**config.mk**
```make
export PLATFORM = sky130hd
export DESIGN_NAME = sparc_mem_sequencer
export DESIGN_NICKNAME = d
export VERILOG_FILES = /design/src/rtl/sparc_mem_sequencer.sv
export SDC_FILE = /design/constraint.sdc
export NUM_CORES = 1
export LEC_CHECK = 0
export ABC_AREA = 0
export BUFFER_PORTS_ARGS = -buffer_cell sky130_fd_sc_hd__buf_4
export CORE_UTILIZATION = 35
export CTS_CLUSTER_SIZE = 24
export DETAILED_ROUTE_END_ITERATION = 12
export PLACE_DENSITY_LB_ADDON = 0.15
export SETUP_SLACK_MARGIN = 0.3
export SLEW_MARGIN = 20
export SYNTH_ARGS = -nofsm -noshare
export SYNTH_HDL_FRONTEND = slang
export SYNTH_SLANG_ARGS = --single-unit
```
**constraint.sdc**
```tcl
create_clock -name Clk -period 1.84 [get_ports Clk]
set_input_delay 0.46 -clock Clk [delete_from_list [all_inputs] [get_ports Clk]]
set_output_delay 0.46 -clock Clk [all_outputs]
set_load 0.02 [all_outputs]
```
**src/rtl/sparc_mem_sequencer.sv**
```systemverilog
// sparc_mem_sequencer: Moore sequencer for datapath RAM accesses with alignment and timeout errors
module sparc_mem_sequencer #(
  parameter int MAX_WAIT = 15,
  parameter int CNT_W    = 4
) (
  input  logic       Clk,
  input  logic       Clr,
  input  logic       Req,
  input  logic       RW,
  input  logic [1:0] Size,
  input  logic [1:0] AddrLo,
  input  logic       RamReady,
  output logic       MAR_Ld,
  output logic       MDR_Ld,
  output logic       MDR_Sel,
  output logic       RamEnable,
  output logic       RamRW,
  output logic [1:0] RamSize,
  output logic       MOC,
  output logic       Busy,
  output logic       AlignErr,
  output logic       Timeout
);
  typedef enum logic [2:0] {IDLE, SETUP, ACCESS, COMPLETE, FAULT} state_t;
  state_t state, next;
  logic [CNT_W-1:0] cnt;
  logic rw_q, align_err, timeout;
  logic [1:0] size_q;
  logic mis, last_wait;
  assign mis = (Size == 2'b11) || (Size == 2'b01 && AddrLo[0]) || (Size == 2'b10 && AddrLo != 2'b00);
  assign last_wait = cnt == CNT_W'(MAX_WAIT - 1);
  always_ff @(posedge Clk or posedge Clr) begin
    if (Clr) begin
      state     <= IDLE;
      cnt       <= '0;
      rw_q      <= 1'b0;
      size_q    <= 2'b00;
      align_err <= 1'b0;
      timeout   <= 1'b0;
    end else begin
      state <= next;
      if (state == IDLE && Req) begin
        rw_q      <= RW;
        size_q    <= Size;
        align_err <= mis;
        timeout   <= 1'b0;
      end
      if (state == SETUP) cnt <= '0;
      else if (state == ACCESS && !RamReady && !last_wait && cnt != '1) cnt <= cnt + 1'b1;
      if (state == ACCESS && !RamReady && last_wait) timeout <= 1'b1;
    end
  end
  always_comb begin
    next = state;
    case (state)
      IDLE:     next = !Req ? IDLE : (mis ? FAULT : SETUP);
      SETUP:    next = ACCESS;
      ACCESS:   next = RamReady ? COMPLETE : (last_wait ? FAULT : ACCESS);
      default:  next = IDLE;
    endcase
  end
  always_comb begin
    MAR_Ld    = state == SETUP;
    MDR_Ld    = (state == SETUP && !rw_q) || (state == COMPLETE && rw_q);
    MDR_Sel   = state == COMPLETE && rw_q;
    RamEnable = state == ACCESS;
    RamRW     = rw_q;
    RamSize   = size_q;
    MOC       = state == COMPLETE || state == FAULT;
    Busy      = state != IDLE;
    AlignErr  = align_err;
    Timeout   = timeout;
  end
endmodule

```
### After elaboration in Yosys (flattened, before gate mapping)

Index checks and enable logic that the tools add are counted.

| word-level totals | value |
|---|---|
| word-level logic and storage cells | 46 |
| register bits | 12 |
| input bits | 9 |

| cells by class | value |
|---|---|
| muxes and demuxes | 9 |
| reductions and logical operators | 21 |
| add/subtract/negate cells | 1 |
| equal/unequal tests | 9 |

Operators with widths:

| kind | number |
|---|---|
| $mux W3 | 4 |
| $logic_and A1 B1 Y1 | 9 |
| $pmux W3 S3 | 1 |
| $mux W4 | 2 |
| $eq A3 B2 Y1 const B | 2 |
| $reduce_bool A2 Y1 | 3 |
| $add A4 B1 Y4 const B | 1 |
| $eq A2 B2 Y1 const B | 2 |
| $eq A4 B4 Y1 const B | 1 |
| $logic_or A1 B1 Y1 | 4 |
| $ne A4 B4 Y1 const B | 1 |
| $eq A3 B1 Y1 const B | 1 |
| $eq A3 B3 Y1 const B | 1 |
| $logic_not A1 Y1 | 3 |
| $logic_not A3 Y1 | 1 |
| $reduce_bool A3 Y1 | 1 |
| $eq A2 B1 Y1 const B | 1 |
| $mux W1 | 2 |

### Logic depth before layout (Yosys ltp)

| depth | value |
|---|---|
| depth after elaboration | 7 |
| mapped depth | 5 |
| gate-level depth less buffers | 5 |

### Worst setup path before layout

Ideal clock, no wire load.

| timing path | value |
|---|---|
| kind | register -> output |
| start | reg state[2] |
| end | out MDR_Ld |
| cell stages (with the launch flop) | 4 |
| arrival | 1.398 ns |
| path buffers | 1 |
| required time | 1.380 ns |
| slack | -0.018 ns |
| cells stage by stage | dfrtp_1 -> or3b_2 -> buf_6 -> o21bai_1 |

| between the ends | value |
|---|---|
| longest elaborated chain between the ends | 3 |
| elaborated cells between the ends (all ways) | 5 |
| classes of those cells | eq/ne: 2; reduce/logical: 3 |

RTL lines:

| what | RTL line | text |
|---|---|---|
| start: declaration | 25 | `state_t state, next;` |
| start signal: assignment | 41 | `state <= next;` |
| $eq A3 B1 Y1 or $eq A3 B2 Y1 (tied branches) | 64 | `MDR_Ld = (state == SETUP && !rw_q) \|\| (state == COMPLETE && rw_q);` |
| $logic_and A1 B1 Y1 | 64 |  |
| $logic_or A1 B1 Y1 * | 64 |  |
| end: declaration | 14 | `output logic MDR_Ld,` |

Every way passes the cells marked *; elsewhere a longest branch is shown, timed or not.

### Final worst setup path

| timing path | value |
|---|---|
| start | reg state[1] |
| end | out MDR_Ld |

Same word-level chain as after synthesis.

==> impl_metrics.yaml <==
status:
  status: "complete, but fails checks"
  violations: "setup timing"
logic_synthesis:
  synth_top_family_by_area: "simple AND/OR/NAND/NOR gates"
  async_reset_ff_frac: 1.00
  synth_xor_area_frac: 0.0128
  synth_nets: 72
  synth-seq-cells: 12
  yosys.area_share.simple: 0.219
  ys_types: 31
  synth_compound_area_frac: 0.126
  synth_area_leaders: "dfrtp_1 44%, mux2i_1 5.8%, mux2_2 4.9%"
  synth-adder-area-share: 0.0365
  synth_top_area_frac: 0.438
  synthCells: 61
  ys.flop_type: "dfrtp_1"
  postSynthAreaPerCell_um2: 11.2
  synthMuxAreaShare: 0.108
  yosys.area.top_type: "dfrtp_1"
  syn_area_um2: 686
  ys_warn_count: 0
  yosysSeqAreaShare: 0.438
  synth-edff-count: 0
die:
  chipWidth_um: 46.3
  fp.dieH_um: 46.3
  std_cell_rows: 15
  die_area_um2: 2140
  start_util: 0.385
  core_area_um2: 1780
  io_pins: 20
worst_setup_path:
  timing.critical_path.buf_inv: 1
  crit_fanout: 5
  worstSetupStartpointType: "register"
  slowest_delay_ns: 0.44
  arrival_ns: 1.41
  worstReg2RegEnd: "cnt[2]"
  critPathKind: "register to output port"
  critical_path.top_delay_family: "flip-flops"
  timing.rr.start: "state[2]"
  rrSetupSlack_ns: 0.32
  rr_worst_depth: 5
  crit_slowest_cell: "dfrtp_2"
  cp-end-kind: "output port"
  path_cells: "and2b_2 -> and3_4 -> o21bai_4 -> buf_6"
  cp.required_ns: 1.38
drt:
  routed_wl_um: 1440
  drt-initial-drc-count: 3
  dr.pass1.iters: 3
  ant_nets: 0
  wl_per_cell_um: 12.2
  via_per_inst: 4.88
  route.vias.total: 576
  drcViolationCount: 0
timing:
  rsz0062_at_grt: "true"
  tightest_slew_ns: 0.476
  skew_ns: 0.00738
  drv_slew: 0
  hold_viol: 0
  fin_crit_sh: 1.01
  setup_viol: 1
  post-route-min-period_ns: 1.87
  fmax_mhz: 536
  setup_tns_ns: -0.0274
  max_slew_margin: 0.682
  fin_ws_ns: -0.0274
power:
  leakage_nw: 0.504
  swShare: 0.386
  power.internal_uw: 975
  p_per_area_nw_per_um2: 1560
  p_total_mw: 1.59
  vdd_drop_max_mv: 0.827
  p_switching_uw: 612
  seqPwrFrac: 0.304
  power_frac_clock: 0.135
  p_comb_frac: 0.561
placement:
  dp_hpwl_um: 955
  io_buffers: 19
  gp_congestion: 0.727
global_route:
  grt_pass1_vias: 562
  gr-total-overflow: 0
  antenna_found_initial: 0
  grtUsageTotal: 0.162
  grt_first_pass_wirelength_um: 2390
  grt_max_degree: 13
cells_and_area:
  final_cell_mix: "21 x buf_4, 10 x dfrtp_1, 9 x buf_6"
  finalNetCount: 105
  layout_commonest_cell: "buf_4"
  area_delta_synth_final_pct: 48.7
  drive_above_1_share: 0.538
  n_antenna_cell: 0
cts:
  root_buffer: "clkbuf_4"
  cts_tree: "done"
  clock_path_buffers: 2
  cts_buffers: 3
  clk_latency_ns: 0.28
  clock_sinks: 12
  holdBufCountCts: 0
  path_clk_slew_ns: 0.08
  htree_levels: 1
min_path:
  min_path_type: "input pin to asynchronous set/reset pin"
run:
  drv_cap: 0
cell families (layout without fill, tap and decap cells):
group,Yosys count,count (layout)
DFF,12,12
and+or+nand+nor,21,21
muxes,7,7
xor gates and xnor gates,1,1
adders and majority gates,2,2
AOI/OAI and AO/OA,11,11
buffers and inverters,7,39
power by group through the flow:
stage	clock network (mW)	logic [mW]	registers (mW)
after detailed placement	0	0.689	0.494
after CTS	0.223	0.868	0.480
after floorplan	0	0.441	0.529
final	0.214	0.890	0.482
after global placement	0	0.690	0.492
after global routing	0.233	0.958	0.501
cells in the mapped netlist, types with 2 or more instances:
| library cell | count |
|---|---|
| o22ai_1 | 2 |
| nand2_1 | 6 |
| inv_1 | 5 |
| ha_1 | 2 |
| buf_6 | 2 |
| mux2_2 | 3 |
| nand3_1 | 3 |
| dfrtp_1 | 12 |
| mux2i_1 | 4 |
layer usage:
layer | share of wire | track usage
met1 | 0.43 | 0.197
met2 | 0.52 | 0.265
met3 | 0.046 | 0.0588
met4 | 0.0042 | 0.0529
met5 | 0 | 0
how the worst max path moves through the flow:
stage	startpoint	slack, ns	to	depth (start not counted)
2_1_floorplan	state[0]	0.24	MDR_Ld	4
3_3_place_gp	state[1]	0.19	MDR_Ld	3
3_5_place_dp	state[1]	0.17	MDR_Ld	4
4_1_cts	state[1]	-0.03	MDR_Ld	4
5_1_grt	state[1]	-0.07	MDR_Ld	4
6_report	state[1]	-0.03	MDR_Ld	4
flip-flops by register name (all words and copies together) (netlist names):
signal    cells
RamRW         1
cnt           4
RamSize       2
Timeout       1
state         3
AlignErr      1
worst reg2reg max path: stages (launching register included):
cell and delay, ns:
dfrtp_2 0.43, buf_6 0.12, buf_6 0.11, or4b_4 0.50, o211ai_2 0.17, nand3_1 0.08
area by class of cell:
cell class	instances	area, um^2
fillers	162	763
multi-input cells	42	372
flip-flops and latches	12	303
repair buffers	30	259
clock buffers	4	36.3
well taps	25	31.3
inverters	5	18.8
metrics by stage:
step	utilization	cell area, um^2	hold slack, ns	setup WS, ns	instances
floorplan	-	702	0.325	0.243	61
global placement	0.483	861	0.477	0.192	104
detailed placement	0.483	861	0.484	0.169	104
CTS	0.560	998	0.209	-0.0328	117
global route	0.572	1020	0.225	-0.0709	118
finish	0.572	1020	0.190	-0.0274	118
repair_timing:
item | in CTS | in global routing
hold endpoints to repair | 0 | 0
setup endpoints to repair | 6 | 9
pin swaps | 4 | 4
gates resized for setup | 10 | 4
buffers inserted | 9 | 1
No activity file was read; power rests on OpenSTA's default activity.
